$ cat src/rtl/alu_bist_redundancy_ctrl.sv
// Periodic BIST scheduler and spare-pool manager for an array of identical ALUs.
// Tests the active unit while a healthy cover unit serves the pipeline; retires failing units.
module alu_bist_redundancy_ctrl #(
    parameter int unsigned DATA_W      = 32,
    parameter int unsigned NUM_UNITS   = 2,
    parameter int unsigned NUM_VECTORS = 8,
    parameter int unsigned TEST_PERIOD = 65536,
    parameter int unsigned FAIL_THRESH = 1,
    localparam int unsigned VEC_W      = $clog2(NUM_VECTORS),
    localparam int unsigned SEL_W      = (NUM_UNITS > 2) ? $clog2(NUM_UNITS) : 1
) (
    input  logic                        clk,
    input  logic                        rst,
    input  logic                        test_req,
    input  logic [NUM_UNITS*DATA_W-1:0] unit_res,
    input  logic [NUM_UNITS-1:0]        unit_carry,
    input  logic [DATA_W-1:0]           exp_res,
    input  logic                        exp_carry,
    output logic                        test_en,
    output logic [VEC_W-1:0]            vec_idx,
    output logic [SEL_W-1:0]            active_sel,
    output logic [SEL_W-1:0]            out_sel,
    output logic                        stall_req,
    output logic [NUM_UNITS-1:0]        unit_failed,
    output logic                        fault_flag,
    output logic                        spares_exhausted
);

    localparam int unsigned TMR_W = $clog2(TEST_PERIOD);
    localparam int unsigned CNT_W = $clog2(FAIL_THRESH + 1);
    localparam logic [VEC_W-1:0] VecLast = VEC_W'(NUM_VECTORS - 1);
    localparam logic [TMR_W-1:0] TmrLast = TMR_W'(TEST_PERIOD - 1);

    typedef enum logic [1:0] {StIdle, StTest, StEval, StDead} state_e;

    state_e                 state_q, state_d;
    logic [TMR_W-1:0]       timer_q, timer_d;
    logic [VEC_W-1:0]       vec_q, vec_d;
    logic [SEL_W-1:0]       active_q, active_d;
    logic [CNT_W-1:0]       fail_cnt_q, fail_cnt_d;
    logic                   mismatch_q, mismatch_d;
    logic [NUM_UNITS-1:0]   failed_q, failed_d;

    logic [DATA_W-1:0]      act_res;
    logic                   act_carry;
    logic                   vec_miss;
    logic                   cover_ok;
    logic [SEL_W-1:0]       cover_sel;
    logic [NUM_UNITS-1:0]   failed_ret;
    logic                   promote_ok;
    logic [SEL_W-1:0]       promote_sel;

    always_comb begin
        act_res   = '0;
        act_carry = 1'b0;
        for (int i = 0; i < int'(NUM_UNITS); i++) begin
            if (SEL_W'(i) == active_q) begin
                act_res   = unit_res[i*DATA_W +: DATA_W];
                act_carry = unit_carry[i];
            end
        end
    end

    assign vec_miss   = (act_res != exp_res) | (act_carry != exp_carry);
    assign failed_ret = failed_q | (NUM_UNITS'(1) << active_q);

    // Descending scans so the lowest qualifying index is the one that sticks.
    always_comb begin
        cover_ok    = 1'b0;
        cover_sel   = '0;
        promote_ok  = 1'b0;
        promote_sel = '0;
        for (int i = int'(NUM_UNITS) - 1; i >= 0; i--) begin
            if (!failed_q[i] && (SEL_W'(i) != active_q)) begin
                cover_ok  = 1'b1;
                cover_sel = SEL_W'(i);
            end
            if (!failed_ret[i]) begin
                promote_ok  = 1'b1;
                promote_sel = SEL_W'(i);
            end
        end
    end

    always_comb begin
        state_d    = state_q;
        timer_d    = timer_q;
        vec_d      = vec_q;
        active_d   = active_q;
        fail_cnt_d = fail_cnt_q;
        mismatch_d = mismatch_q;
        failed_d   = failed_q;
        unique case (state_q)
            StIdle: begin
                timer_d = timer_q + 1'b1;
                if (test_req || (timer_q == TmrLast)) begin
                    state_d    = StTest;
                    timer_d    = '0;
                    vec_d      = '0;
                    mismatch_d = 1'b0;
                end
            end
            StTest: begin
                mismatch_d = mismatch_q | vec_miss;
                if (vec_q == VecLast) begin
                    vec_d   = '0;
                    state_d = StEval;
                end else begin
                    vec_d = vec_q + 1'b1;
                end
            end
            StEval: begin
                if (!mismatch_q) begin
                    fail_cnt_d = '0;
                    state_d    = StIdle;
                end else if (int'(fail_cnt_q) + 1 < int'(FAIL_THRESH)) begin
                    fail_cnt_d = fail_cnt_q + 1'b1;
                    mismatch_d = 1'b0;
                    vec_d      = '0;
                    state_d    = StTest;
                end else begin
                    failed_d   = failed_ret;
                    fail_cnt_d = '0;
                    if (promote_ok) begin
                        active_d = promote_sel;
                        state_d  = StIdle;
                    end else begin
                        state_d = StDead;
                    end
                end
            end
            StDead: begin
                state_d = StDead;
            end
            default: state_d = StIdle;
        endcase
    end

    always_ff @(posedge clk or negedge rst) begin
        if (!rst) begin
            state_q    <= StIdle;
            timer_q    <= '0;
            vec_q      <= '0;
            active_q   <= '0;
            fail_cnt_q <= '0;
            mismatch_q <= 1'b0;
            failed_q   <= '0;
        end else begin
            state_q    <= state_d;
            timer_q    <= timer_d;
            vec_q      <= vec_d;
            active_q   <= active_d;
            fail_cnt_q <= fail_cnt_d;
            mismatch_q <= mismatch_d;
            failed_q   <= failed_d;
        end
    end

    // Pipeline steering is decoded from registered state only.
    always_comb begin
        out_sel   = active_q;
        stall_req = 1'b0;
        if ((state_q == StTest) || (state_q == StEval)) begin
            if (cover_ok) begin
                out_sel = cover_sel;
            end else begin
                stall_req = 1'b1;
            end
        end
    end

    assign test_en          = (state_q == StTest);
    assign vec_idx          = vec_q;
    assign active_sel       = active_q;
    assign unit_failed      = failed_q;
    assign fault_flag       = |failed_q;
    assign spares_exhausted = (state_q == StDead);

endmodule

$ cat config.mk
export PLATFORM = sky130hd
export DESIGN_NAME = alu_bist_redundancy_ctrl
export DESIGN_NICKNAME = d
export VERILOG_FILES = /design/src/rtl/alu_bist_redundancy_ctrl.sv
export SDC_FILE = /design/constraint.sdc
export NUM_CORES = 1
export LEC_CHECK = 0
export CELL_PAD_IN_SITES_DETAIL_PLACEMENT = 1
export CELL_PAD_IN_SITES_GLOBAL_PLACEMENT = 2
export CORE_ASPECT_RATIO = 1.2
export CORE_MARGIN = 1.5
export CORE_UTILIZATION = 22
export CTS_BUF_LIST = sky130_fd_sc_hd__clkbuf_2 sky130_fd_sc_hd__clkbuf_4 sky130_fd_sc_hd__clkbuf_8
export DETAILED_ROUTE_END_ITERATION = 12
export GPL_TIMING_DRIVEN = 0
export PLACE_DENSITY_LB_ADDON = 0.1
export SYNTH_ARGS = -nofsm -noshare
export SYNTH_HDL_FRONTEND = slang
export SYNTH_SLANG_ARGS = --single-unit
$ cat constraint.sdc
create_clock -name clk -period 2.27 [get_ports clk]
set_input_delay 0.3405 -clock clk [delete_from_list [all_inputs] [get_ports clk]]
set_output_delay 0.3405 -clock clk [all_outputs]
set_load 0.02 [all_outputs]
==> results.json, run 1 <==
{
  "rows": 38,
  "grt_max_degree": 26,
  "ys_warn_count": 0,
  "drt_first_pass_iters": 4,
  "cp_data_arrival_time_ps": 1800,
  "synth_edf_count": 0,
  "hold_violations": 0,
  "startpoint": "active_sel",
  "syn_area_um2": 2100,
  "power_mw": 1.92,
  "grt_pass1_vias": 2284,
  "die_x_um": 92.2,
  "reg2reg_to": "mismatch_q",
  "syn-num-nets": 338,
  "clock-sinks": 25,
  "hold-worst-slack_ps": 414,
  "rsz0062_at_grt": "yes",
  "postCtsHoldBufs": 0,
  "worst_slew_pin_slew_ps": 533,
  "min_period_ps": 2140,
  "antenna_found_initial": 0,
  "design.core.area_um2": 9180,
  "ys_seq_area_frac": 0.298,
  "synth_cell_type_count": 36,
  "portBuffers": 112,
  "n_antenna_cell": 0,
  "synth_seq_cells": 25,
  "top_layer": "met4",
  "synth.top_cell.area_share": 0.298,
  "crit_required_ps": 1930,
  "fp.dieArea_um2": 10100,
  "wl_met2_um": 3490,
  "r2r-start": "active_sel",
  "peakVddDrop_mv": 0.198,
  "nNetsFinal": 457,
  "path_class": "flop to primary output",
  "p_comb_frac": 0.538,
  "numCtsBuffers": 3,
  "grt_util_all_layers": 0.139,
  "finalClockSkew_ps": 8.63,
  "power_density_nw_per_um2": 550,
  "ant_nets": 0,
  "yosys-top-cells-area": "dfrtp_1 (30%), mux2i_1 (17%), xor2_1 (13%)",
  "hpwl_um": 5710,
  "maxSlewHeadroom": 0.643,
  "met3_length_um": 662,
  "fmax_ghz": 0.467,
  "finalWorstSetupSlack_ps": 128,
  "min_path_type": "input pin to asynchronous set/reset pin",
  "vias": 2119,
  "synth.most_common_cell": "mux2i_1",
  "drive_gt1_frac": 0.0636,
  "drc": 0,
  "routedWlPerCell_um": 14.6,
  "intPower_mw": 1.15,
  "drt_iter0_drc": 38,
  "fin_tns_setup_ps": 0,
  "status": "completed",
  "cts.clk_slew.worst_paths_ps": 100,
  "cts.path.max_buffers": 2,
  "syn_area_per_cell_um2": 9.21,
  "slew_violations": 0,
  "h-tree-depth": 1,
  "yosysTopAreaCell": "dfrtp_1",
  "fin_area_um2": 3490,
  "p_sw_uw": 766,
  "gr-total-overflow": 0,
  "grt_pass1_wl_um": 11000,
  "drv_cap": 0,
  "io_pins": 113,
  "clock-root-buffer": "clkbuf_8",
  "synthTopCellsByCount": "mux2i_1 (35), xor2_1 (32), dfrtp_1 (25)",
  "power.leakage_nw": 1.62,
  "clkPwrFrac": 0.151,
  "drt-vias-per-instance": 4.55,
  "area_delta_synth_final_pct": 66.2,
  "nFillCells": 1062,
  "setup_viol": 0,
  "initial_core_util": 0.229,
  "period_share": 0.944,
  "totalWireLength_um": 6800,
  "worst-r2r-setup-slack_ps": 150,
  "ys.flop_type": "dfrtp_1",
  "pre_cts_ws_ps": -50.5,
  "critPathMaxFanout": 10,
  "syn_inst": 228,
  "clk_latency_ps": 270,
  "die_height_um": 110,
  "p_seq_frac": 0.311,
  "ff2ff_path_depth": 8,
  "p_sw_frac": 0.399,
  "drt-met1-wl_um": 2590,
  "cts_tree": "yes",
  "post_dp_cell_area_um2": 3370,
  "async_reset_ff_frac": 1.00,
  "startpoint_type": "flop",
  "end_kind": "primary output",
  "gp_congestion": 0.726
}
power groups by stage:
stage	Combinational [mW]	Clock, mW	Sequential (mW)
final	1.03	0.289	0.597
after global routing	1.15	0.318	0.613
after CTS	1.04	0.302	0.596
after detailed placement	1.04	0	0.605
after global placement	1.02	0	0.604
after floorplan	0.545	0	0.615
worst max-delay path by stage:
stage          depth (start not counted)    endpoint  slack [ps]
5_1_grt                                8  state_q[0]         -10
2_1_floorplan                          9  mismatch_q         320
3_3_place_gp                           6  vec_idx[0]         -20
6_report                               6   stall_req         130
3_5_place_dp                           6  vec_idx[0]         -50
4_1_cts                                6   stall_req          60
cell usage in the layout, fill, tap and decap left out, types with 8 or more instances in the layout:
master and count:
clkdlybuf4s50_1 110, mux2i_1 33, xor2_1 32, dfrtp_1 25, nand2_1 18, o21ai_0 15
inv_1 9, nor2_1 9, nand3_1 9, nand4_1 8, ha_1 8
cell type report:
type | instances | area (µm²) | share of cell area
Buffer | 8 | 58.8 | 0.0168
Multi-Input combinational cell | 186 | 1420 | 0.407
Sequential cell | 25 | 626 | 0.179
Timing Repair Buffer | 114 | 1150 | 0.330
Inverter | 9 | 33.8 | 0.00967
Tap cell | 120 | 150 | 0.0430
Clock buffer | 4 | 48.8 | 0.0140
registers in the layout, indices dropped and copies added (netlist names):
name         flops
active_sel       1
mismatch_q       1
state_q          2
timer_q         16
unit_failed      2
vec_idx          3
worst max-delay path: stages (launching register included):
cell           delay (ps)
dfrtp_1               370
clkbuf_1              170
buf_6                 200
buf_6                 170
mux2i_2               230
nor2_1                 60
dlygate4sd2_1         320
stage by stage:
stage                     std cells  utilization
final                           466        0.381
after global routing            466        0.381
after CTS                       465        0.375
after detailed placement        460        0.367
after global placement          460        0.367
after floorplan                 228            -
what timing repair did:
action | 4_1_cts | 5_1_grt
setup buffers | 1 | 0
gates resized for setup | 5 | 5
cloned | 0 | 0
endpoints found under the setup margin | 4 | 9
pin swaps | 1 | 1
per-layer routing:
layer / vias to the layer above / GRT usage
li1: 1049 / -
met1: 990 / 0.141
met2: 76 / 0.265
met3: 4 / 0.0528
met4: 0 / 0.0363
met5: - / 0
kinds of logic (layout without fill, tap and decap cells):
kind of cell	Yosys count	count (layout)	share of synthesized area
multiplexers	36	36	0.172
flip-flops	25	25	0.298
XOR/XNOR	34	34	0.142
buffers and inverters	17	135	0.0393
adder cells (fa/ha/maj)	8	8	0.0476
AND/OR/NAND/NOR	66	66	0.170
AO/OA/AOI/OAI	42	42	0.131
No activity file was read; power rests on OpenSTA's default activity.
==> run 2: changes to the inputs <==
- SLEW_MARGIN: unset -> 0
==> results of run 2 <==
The final DEF is identical to that of run 1; final timing and power are the same.
==> run 3: changes to the inputs <==
- SLEW_MARGIN: 0 -> 15
==> run 3 against run 2 <==
Routed wire length is 0.26% higher. Sequential power about the same. Sequential cell count did not move. Combinational power about the same. Critical path depth stayed put. Final cell count fell by 0.21%. Die area stayed put. Design area decreased by 0.93%. Utilization fell by 0.35 points. Count of clock-buffer cells in the layout unchanged. Via count barely moved. Largest cell class unchanged.
==> results.json, run 3 (synthesis gave the netlist of run 1 again) <==
{
  "cts_tree": "yes",
  "area_delta_synth_final_pct": 64.7,
  "grt_pass1_wl_um": 11000,
  "final_util": 0.377,
  "critPathMaxFanout": 10,
  "fp.dieArea_um2": 10100,
  "min_period_ps": 2140,
  "drv_cap": 0,
  "setup_viol": 0,
  "largest_reg_flops": 16,
  "vias": 2117,
  "antenna_found_initial": 0,
  "die_x_um": 92.2,
  "grt_util_all_layers": 0.139,
  "gp_congestion": 0.726,
  "fmax_ghz": 0.467,
  "r2r-start": "active_sel",
  "min_path_type": "input pin to asynchronous set/reset pin",
  "power.leakage_nw": 1.61,
  "portBuffers": 112,
  "status": "completed",
  "max_stage_delay_ps": 370,
  "cts.clk_slew.worst_paths_ps": 100,
  "final_common_cell": "clkdlybuf4s50_1",
  "reg2reg_to": "mismatch_q",
  "design.core.area_um2": 9180,
  "power_density_nw_per_um2": 553,
  "die_height_um": 110,
  "h-tree-depth": 1,
  "layout_common_cells": "clkdlybuf4s50_1 (109), mux2i_1 (33), xor2_1 (32)",
  "rows": 38,
  "worst_slew_pin_slew_ps": 616,
  "cts.path.max_buffers": 2,
  "nNetsFinal": 456,
  "maxSlewHeadroom": 0.589,
  "clock-sinks": 25,
  "fin_area_um2": 3460,
  "numCtsBuffers": 3,
  "peakVddDrop_mv": 0.198,
  "clk_latency_ps": 270,
  "totalWireLength_um": 6810,
  "grt_max_degree": 26,
  "end_kind": "primary output",
  "drc": 0,
  "rsz0062_at_grt": "yes",
  "ant_nets": 0,
  "crit_required_ps": 1930,
  "hold_violations": 0,
  "worst-r2r-setup-slack_ps": 150,
  "cp_data_arrival_time_ps": 1800,
  "ff2ff_path_depth": 8,
  "hpwl_um": 5710,
  "initial_core_util": 0.229,
  "path_class": "flop to primary output",
  "startpoint_type": "flop",
  "n_antenna_cell": 0,
  "drt_iter0_drc": 34,
  "drt_first_pass_iters": 3,
  "startpoint": "active_sel",
  "finalClockSkew_ps": 8.15,
  "period_share": 0.943,
  "regMostFlops": "timer_q",
  "routedWlPerCell_um": 14.7,
  "cp_cell_sequence": "clkbuf_1 -> buf_6 -> buf_6 -> mux2i_2 -> nor2_1 -> dlygate4sd2_1",
  "clock-root-buffer": "clkbuf_8",
  "drive_gt1_frac": 0.0638,
  "grt_pass1_vias": 2284,
  "slew_violations": 0,
  "cp_slowest_cell": "dfrtp_1",
  "post_dp_cell_area_um2": 3370,
  "cpMostUsedCell": "buf_6",
  "io_pins": 113,
  "drt-vias-per-instance": 4.55,
  "gr-total-overflow": 0
}
run 3: cell count changes in the layout (fill, tap and decap cells not counted):
cell and change:
buf_16 -1, clkdlybuf4s50_1 -1, buf_2 +1
run 3: how the worst max path moves through the flow:
stage	endpoint	slack, ps
CTS	stall_req	60
floorplan	mismatch_q	320
finish	stall_req	130
detailed placement	vec_idx[0]	-50
global route	state_q[0]	-10
global placement	vec_idx[0]	-20
run 3: area by class of cell:
type	instances	area (µm²)
clock buffers	4	48.8
inverters	9	33.8
repair buffers	113	1120
well taps	120	150
fillers	1065	5720
multi-input cells	186	1420
flip-flops and latches	25	626
plain buffers	8	58.8
run 3: metal layers:
metal	track usage	vias up	routed length, µm
met4	0.0363	0	59
met1	0.141	989	2580
met2	0.265	76	3510
li1	-	1048	-
met3	0.0528	4	662
met5	0	-	0
run 3: per-stage QoR:
step | worst slack [ps] | setup TNS [ps] | power (mW) | instances | hold slack [ps]
5_1_grt | -10.1 | -10.1 | 2.07 | 465 | 108
4_1_cts | 64.4 | 0 | 1.94 | 465 | 97.9
2_1_floorplan | 318 | 0 | 1.16 | 228 | 44.9
6_report | 129 | 0 | 1.91 | 465 | 73.8
3_3_place_gp | -24.4 | -24.4 | 1.63 | 460 | 499
3_5_place_dp | -50.5 | -60.6 | 1.64 | 460 | 396
run 3: timing repair:
item / 4_1_cts / 5_1_grt
hold buffers: 0 / 0
setup endpoints to repair: 4 / 9
buffers inserted: 1 / 0
gates resized for setup: 5 / 5
endpoints found under the hold margin: 0 / 0
pin swaps: 1 / 1
run 3: worst max-delay path: cells and delay by family, from the launching register on:
| family | cells | cell delay [ps] |
|---|---|---|
| and+or+nand+nor | 1 | 60 |
| buffers and inverters | 4 | 860 |
| DFF | 1 | 370 |
| muxes | 1 | 230 |
run 3: where the power goes:
| group | internal [mW] | leakage (nW) | switching, mW |
|---|---|---|---|
| Combinational | 0.493 | 1.25 | 0.533 |
| Clock | 0.138 | 0.0262 | 0.151 |
| Sequential | 0.517 | 0.327 | 0.0804 |
| Total | 1.15 | 1.61 | 0.764 |
